**src/rtl/usb_pkg.sv**
```systemverilog
// rtl/usb_pkg.sv - shared PID constants, packet/state enums and limits for the USB receive control unit
// Contents:
//   PID_* nibble constants, rx_packet_e (rx_packet encoding), rcu_state_e (RCU FSM states),
//   SYNC_BYTE, MAX_DATA_BYTES and companions, decode_pid() helper.
package usb_pkg;

   localparam logic [3:0] PID_OUT   = 4'h1;
   localparam logic [3:0] PID_IN    = 4'h9;
   localparam logic [3:0] PID_DATA0 = 4'h3;
   localparam logic [3:0] PID_DATA1 = 4'hB;
   localparam logic [3:0] PID_ACK   = 4'h2;
   localparam logic [3:0] PID_NAK   = 4'hA;

   localparam logic [7:0] SYNC_BYTE      = 8'h80;
   localparam logic [6:0] MAX_DATA_BYTES = 7'd66;
   localparam logic [6:0] MIN_DATA_BYTES = 7'd2;
   localparam logic [6:0] TOKEN_BYTES    = 7'd2;

   typedef enum logic [2:0] {
      PKT_NONE  = 3'd0,
      PKT_OUT   = 3'd1,
      PKT_IN    = 3'd2,
      PKT_DATA0 = 3'd3,
      PKT_DATA1 = 3'd4,
      PKT_ACK   = 3'd5,
      PKT_NAK   = 3'd6
   } rx_packet_e;

   typedef enum logic [2:0] {
      ST_IDLE,
      ST_SYNC,
      ST_PID,
      ST_PAYLOAD,
      ST_EOP_WAIT,
      ST_DONE,
      ST_ERR_WAIT
   } rcu_state_e;

   // The PID byte arrives LSB first, so the PID itself is the low nibble and its
   // check field (bitwise complement) is the high nibble. Any mismatch or an
   // unsupported PID decodes to PKT_NONE.
   function automatic rx_packet_e decode_pid(input logic [7:0] pid_byte);
      rx_packet_e pkt;
      pkt = PKT_NONE;
      if (pid_byte[7:4] == ~pid_byte[3:0]) begin
         case (pid_byte[3:0])
            PID_OUT:   pkt = PKT_OUT;
            PID_IN:    pkt = PKT_IN;
            PID_DATA0: pkt = PKT_DATA0;
            PID_DATA1: pkt = PKT_DATA1;
            PID_ACK:   pkt = PKT_ACK;
            PID_NAK:   pkt = PKT_NAK;
            default:   pkt = PKT_NONE;
         endcase
      end
      return pkt;
   endfunction

endpackage

```
**src/rtl/flex_counter.sv**
```systemverilog
// rtl/flex_counter.sv - parameterised up-counter with synchronous clear and programmable wrap value
// Ports:
//   clk          - clock
//   n_rst        - asynchronous active-low reset
//   clear        - synchronous clear, wins over count_enable
//   count_enable - advance by one
//   rollover_val - last value before the count wraps back to 0
//   count_out    - current count
module flex_counter #(
   parameter int NUM_CNT_BITS = 4
) (
   input  logic                    clk,
   input  logic                    n_rst,
   input  logic                    clear,
   input  logic                    count_enable,
   input  logic [NUM_CNT_BITS-1:0] rollover_val,
   output logic [NUM_CNT_BITS-1:0] count_out
);

   logic [NUM_CNT_BITS-1:0] count_q;
   logic [NUM_CNT_BITS-1:0] count_d;

   always_comb begin
      count_d = count_q;
      if (clear) begin
         count_d = '0;
      end else if (count_enable) begin
         count_d = (count_q == rollover_val) ? '0 : count_q + 1'b1;
      end
   end

   always_ff @(posedge clk or negedge n_rst) begin
      if (!n_rst) begin
         count_q <= '0;
      end else begin
         count_q <= count_d;
      end
   end

   assign count_out = count_q;

endmodule

```
**src/rtl/usb_rx_rcu.sv**
```systemverilog
// rtl/usb_rx_rcu.sv - USB receive control unit: sync/PID checking, payload length policing, FIFO push
// Ports:
//   clk, n_rst     - clock, asynchronous active-low reset
//   d_edge         - first D+ transition of a packet (pulse)
//   shift_enable   - bit strobe of the receive shift register
//   byte_received  - 8 new bits assembled (pulse); rcv_byte valid in this cycle
//   eop            - SE0 end-of-packet (level)
//   rcv_byte[7:0]  - newest assembled byte
//   rcving         - packet in progress
//   w_enable       - one-cycle RX FIFO push, data on rx_data[7:0]
//   rx_packet[2:0] - decoded PID (rx_packet_e)
//   r_error        - sticky packet error, cleared by the next packet start
//   rx_done        - one-cycle pulse on an error-free packet end
module usb_rx_rcu
   import usb_pkg::*;
(
   input  logic       clk,
   input  logic       n_rst,
   input  logic       d_edge,
   input  logic       shift_enable,
   input  logic       byte_received,
   input  logic       eop,
   input  logic [7:0] rcv_byte,
   output logic       rcving,
   output logic       w_enable,
   output logic [7:0] rx_data,
   output logic [2:0] rx_packet,
   output logic       r_error,
   output logic       rx_done
);

   rcu_state_e state_q, state_d;
   rx_packet_e pkt_q, pkt_d;
   logic [6:0] byte_cnt_q, byte_cnt_d;
   logic       r_error_q, r_error_d;
   logic       w_enable_q, w_enable_d;
   logic [7:0] rx_data_q, rx_data_d;
   logic [2:0] bit_cnt;

   flex_counter #(
      .NUM_CNT_BITS(3)
   ) u_bit_cnt (
      .clk         (clk),
      .n_rst       (n_rst),
      .clear       (byte_received || (state_q == ST_IDLE)),
      .count_enable(shift_enable),
      .rollover_val(3'd7),
      .count_out   (bit_cnt)
   );

   rx_packet_e pid_pkt;
   logic       pid_is_hshake;
   logic       is_data;
   logic [6:0] cnt_inc;
   logic [6:0] cnt_eff;
   logic       byte_over;
   logic       len_ok;
   logic       bits_ok;

   assign pid_pkt       = decode_pid(rcv_byte);
   assign pid_is_hshake = (pid_pkt == PKT_ACK) || (pid_pkt == PKT_NAK);
   assign is_data       = (pkt_q == PKT_DATA0) || (pkt_q == PKT_DATA1);
   assign cnt_inc       = byte_cnt_q + 7'd1;

   // A byte arriving when the count is already at its ceiling is the offending one.
   assign byte_over = is_data ? (byte_cnt_q >= MAX_DATA_BYTES) : (byte_cnt_q >= TOKEN_BYTES);

   // eop is judged after any byte landing in the same cycle; that byte also
   // means the bit counter is effectively back at 0.
   assign cnt_eff = byte_received ? cnt_inc : byte_cnt_q;
   assign len_ok  = is_data ? ((cnt_eff >= MIN_DATA_BYTES) && (cnt_eff <= MAX_DATA_BYTES))
                            : (cnt_eff == TOKEN_BYTES);
   assign bits_ok = byte_received || (bit_cnt == 3'd0);

   always_ff @(posedge clk or negedge n_rst) begin
      if (!n_rst) begin
         state_q <= ST_IDLE;
      end else begin
         state_q <= state_d;
      end
   end

   always_comb begin
      state_d = state_q;
      case (state_q)
         ST_IDLE: begin
            if (d_edge) state_d = ST_SYNC;
         end
         ST_SYNC: begin
            if (byte_received) begin
               state_d = (rcv_byte == SYNC_BYTE) ? ST_PID : ST_ERR_WAIT;
            end else if (eop) begin
               state_d = ST_ERR_WAIT;
            end
         end
         ST_PID: begin
            if (byte_received) begin
               if (pid_pkt == PKT_NONE) state_d = ST_ERR_WAIT;
               else if (pid_is_hshake)  state_d = ST_EOP_WAIT;
               else                     state_d = ST_PAYLOAD;
            end else if (eop) begin
               state_d = ST_ERR_WAIT;
            end
         end
         ST_PAYLOAD: begin
            if (byte_received && byte_over) begin
               state_d = ST_ERR_WAIT;
            end else if (eop) begin
               state_d = (len_ok && bits_ok) ? ST_DONE : ST_ERR_WAIT;
            end
         end
         ST_EOP_WAIT: begin
            if (byte_received) begin
               state_d = ST_ERR_WAIT;
            end else if (eop) begin
               state_d = (bit_cnt == 3'd0) ? ST_DONE : ST_ERR_WAIT;
            end
         end
         ST_DONE: begin
            state_d = ST_IDLE;
         end
         ST_ERR_WAIT: begin
            if (eop) state_d = ST_IDLE;
         end
         default: begin
            state_d = ST_IDLE;
         end
      endcase
   end

   always_comb begin
      byte_cnt_d = byte_cnt_q;
      pkt_d      = pkt_q;
      r_error_d  = r_error_q;
      w_enable_d = 1'b0;
      rx_data_d  = rx_data_q;

      if ((state_q == ST_IDLE) && d_edge) begin
         byte_cnt_d = '0;
         pkt_d      = PKT_NONE;
         r_error_d  = 1'b0;
      end

      if ((state_q == ST_PID) && byte_received) begin
         pkt_d = pid_pkt;
      end

      if ((state_q == ST_PAYLOAD) && byte_received) begin
         byte_cnt_d = cnt_inc;
         if (is_data && !byte_over) begin
            w_enable_d = 1'b1;
            rx_data_d  = rcv_byte;
         end
      end

      if (state_d == ST_ERR_WAIT) begin
         r_error_d = 1'b1;
      end
   end

   always_ff @(posedge clk or negedge n_rst) begin
      if (!n_rst) begin
         byte_cnt_q <= '0;
         pkt_q      <= PKT_NONE;
         r_error_q  <= 1'b0;
         w_enable_q <= 1'b0;
         rx_data_q  <= '0;
      end else begin
         byte_cnt_q <= byte_cnt_d;
         pkt_q      <= pkt_d;
         r_error_q  <= r_error_d;
         w_enable_q <= w_enable_d;
         rx_data_q  <= rx_data_d;
      end
   end

   assign rcving    = (state_q != ST_IDLE) && (state_q != ST_DONE);
   assign rx_done   = (state_q == ST_DONE);
   assign w_enable  = w_enable_q;
   assign rx_data   = rx_data_q;
   assign rx_packet = pkt_q;
   assign r_error   = r_error_q;

endmodule

```
**config.mk**
```make
export PLATFORM = sky130hd
export DESIGN_NAME = usb_rx_rcu
export DESIGN_NICKNAME = d
export VERILOG_FILES = /design/src/rtl/usb_pkg.sv /design/src/rtl/flex_counter.sv /design/src/rtl/usb_rx_rcu.sv
export SDC_FILE = /design/constraint.sdc
export NUM_CORES = 1
export LEC_CHECK = 0
export CAP_MARGIN = 20
export CORE_UTILIZATION = 50
export CTS_CLUSTER_SIZE = 16
export DETAILED_ROUTE_END_ITERATION = 10
export GPL_ROUTABILITY_DRIVEN = 0
export PLACE_DENSITY = 0.86
export SLEW_MARGIN = 5
export SYNTH_ARGS = -nofsm -noshare
export SYNTH_HDL_FRONTEND = slang
export SYNTH_SLANG_ARGS = --single-unit
```
**constraint.sdc**
```tcl
create_clock -name clk -period 2.7 [get_ports clk]
set_input_delay 0.54 -clock clk [delete_from_list [all_inputs] [get_ports clk]]
set_output_delay 0.54 -clock clk [all_outputs]
set_load 0.1 [all_outputs]
```
==> results.toml <==
[logic_synthesis]
synth_cell_type_count = 52
ys_seq_area_frac = 0.387
async_flop_share = 1.00
synthesis.nets = 219
yosysWarnings = 0
synth.avg_cell_area_sq_um = 8.41
synth_edf_count = 0
netlist_area_sq_um = 1680
synth_cells = 200
synth-seq-cells = 26
synth_flop_cell = "dfrtp_1"

[cts]
cts-root-buf = "clkbuf_4"
cts_resized = 0
ctsHoldBuffers = 0
h-tree-depth = 1
clk_path_buf_depth = 2
cts_tree = "built"
clock_latency_ns = 0.34
cts-buffers-inserted = 3
clkSinkCount = 26
path_clk_slew_ns = 0.15
cts_setup_buffers = 0

[final_layout]
nets = 247
drive_gt1_frac = 0.132
syn2layout_area_growth_pct = 19.0
layout_commonest_cell = "nand2_1"
num_antenna_cells = 0
final_cell_mix = "39 x nand2_1, 26 x dfrtp_1, 19 x buf_4"

[global_route]
antenna_found_initial = 0
grtUsageTotal = 0.230
grt-ovfl-total = 0
grt_pass1_vias = 1324
grt_start_max_net_pins = 27
grt_first_pass_wirelength_um = 6070

[sta]
setup_viol = 0
post-route-min-period_ns = 2.45
fin_crit_sh = 0.906
slew_violations = 0
worstMarginPinSlew_ns = 0.487
fin_setup_tns_ns = 0
max_freq_mhz = 409
whs_ns = 0.494
rsz0062_at_grt = "false"
maxSlewHeadroom = 0.673
skew_ns = 0.0121
hold_viol_final = 0
worst_slack_ns = 0.253

[die]
die_h_um = 60.0
die_area_sq_um = 3600
core_sq_um = 3130
std_cell_rows = 20
initial_core_util = 0.538
die_w_um = 60.0
io_pins = 29

[route]
drtPass1Iterations = 4
vias = 1526
viasPerCell = 5.63
drtAntennaViolNets = 0
wl_per_cell_um = 13.4
drtIter0Drc = 57
drc_errors = 0
wl_um = 3630

[setup_path]
ff2ff_setup_slack_ns = 0.25
timing.rr.end = "r_error$_DFFE_PN0P_"
cp-startpoint = "byte_cnt_q[1]$_DFFE_PN0P_"
end_kind = "register"
critical_path_arrival_ns = 2.68
start_kind = "register"
cp.required_ns = 2.93
cp_max_fo = 9
criticalPathCategory = "register to register"
r2r_cells = 7
rr_startpoint = "byte_cnt_q[1]$_DFFE_PN0P_"

[job]
drv_cap = 0

[outcome]
outcome = "finished clean"

[pwr]
p_per_area_nw_per_um2 = 682
p_leak_nw = 0.942
peakVddDrop_mv = 0.523

[min_path]
holdCritStartpoint = "rx_data[7]$_DFFE_PN0P_"
hold_path.class = "register to register"
hold_path_end = "rx_data[7]$_DFFE_PN0P_"
holdPathStages = 2

[place]
dpl_worst_slack_ns = 0.116
io_buffers = 28
dp_hpwl_um = 2770
## cell usage after synthesis, types with 3 or more instances
master,count,area share
a21oi_1,5,0.015
ha_1,5,0.037
dfrtp_1,26,0.39
nor3_1,4,0.012
or3_1,3,0.011
mux2i_1,3,0.018
o21ai_1,4,0.012
xor2_1,3,0.016
o31ai_1,4,0.018
nand3_1,7,0.021
nand4_1,3,0.011
clkbuf_1,7,0.016
inv_1,5,0.011
nor2b_1,7,0.026
and3_1,4,0.015
nor2_1,17,0.038
nand2_1,39,0.087
o21ai_0,13,0.039
## sequential cells by signal, summed over array words and instances (netlist names)
register and cells:
rx_data 8, byte_cnt_q 7, state_q 3, r_error 1, w_enable 1, u_bit_cnt.count_out 3, rx_packet 3
## worst max-delay path by stage
stage                                      to  slack, ns  cells past startpoint
after global routing      r_error$_DFFE_PN0P_       0.06                      7
final                     r_error$_DFFE_PN0P_       0.25                      7
after CTS                 r_error$_DFFE_PN0P_       0.26                      7
after detailed placement  r_error$_DFFE_PN0P_       0.12                      7
after floorplan                       rx_done       0.26                      2
after global placement    r_error$_DFFE_PN0P_       0.14                      6
## final cells by class
class                      instances  area, sq um
fill                             280         1130
sequential                        26          651
timing repair buffer              32          273
inverter                           6         22.5
multi-input combinational        159          965
tap                               44         55.1
clock buffer                       4         36.3
## power breakdown
| group | leakage [nW] | switching (W) | internal (W) |
|---|---|---|---|
| Combinational | 0.567 | 0.000420 | 0.000211 |
| Sequential | 0.354 | 0.0000902 | 0.000439 |
| Clock | 0.0210 | 0.000121 | 0.0000828 |
| Total | 0.942 | 0.000631 | 0.000733 |
## kinds of logic (layout without fill, tap and decap cells)
kind of cell | after synthesis | in the layout | synth area share
DFF | 26 | 26 | 0.387
xor gates and xnor gates | 5 | 5 | 0.0260
buffers and inverters | 15 | 42 | 0.0402
adders and majority gates | 5 | 5 | 0.0372
and+or+nand+nor | 96 | 96 | 0.279
muxes | 3 | 3 | 0.0178
AOI/OAI and AO/OA | 50 | 50 | 0.213
## through the flow
step	power, W	util	area [sq um]	instances
final	0.00136	0.640	2000	271
after global placement	0.00115	0.628	1970	267
after CTS	0.00137	0.640	2000	271
after floorplan	0.00101	-	1680	200
after global routing	0.00146	0.640	2000	271
after detailed placement	0.00117	0.628	1970	267
## layer usage
| layer | routed length (um) | track usage | vias to the layer above | part of all wire |
|---|---|---|---|---|
| li1 | - | - | 770 | - |
| met1 | 1690 | 0.307 | 722 | 0.47 |
| met2 | 1770 | 0.373 | 29 | 0.49 |
| met3 | 104 | 0.0281 | 5 | 0.029 |
| met4 | 66 | 0.103 | 0 | 0.018 |
| met5 | 0 | 0 | - | 0 |
## worst max-delay path, stage by stage, from the launching register on
cell      delay, ns
dfrtp_1        0.54
ha_1           0.35
nand3_1        0.16
o21ai_0        0.30
and2_0         0.19
or4b_4         0.48
a211oi_2       0.24
a32oi_1        0.08
No activity file was read; power rests on OpenSTA's default activity.
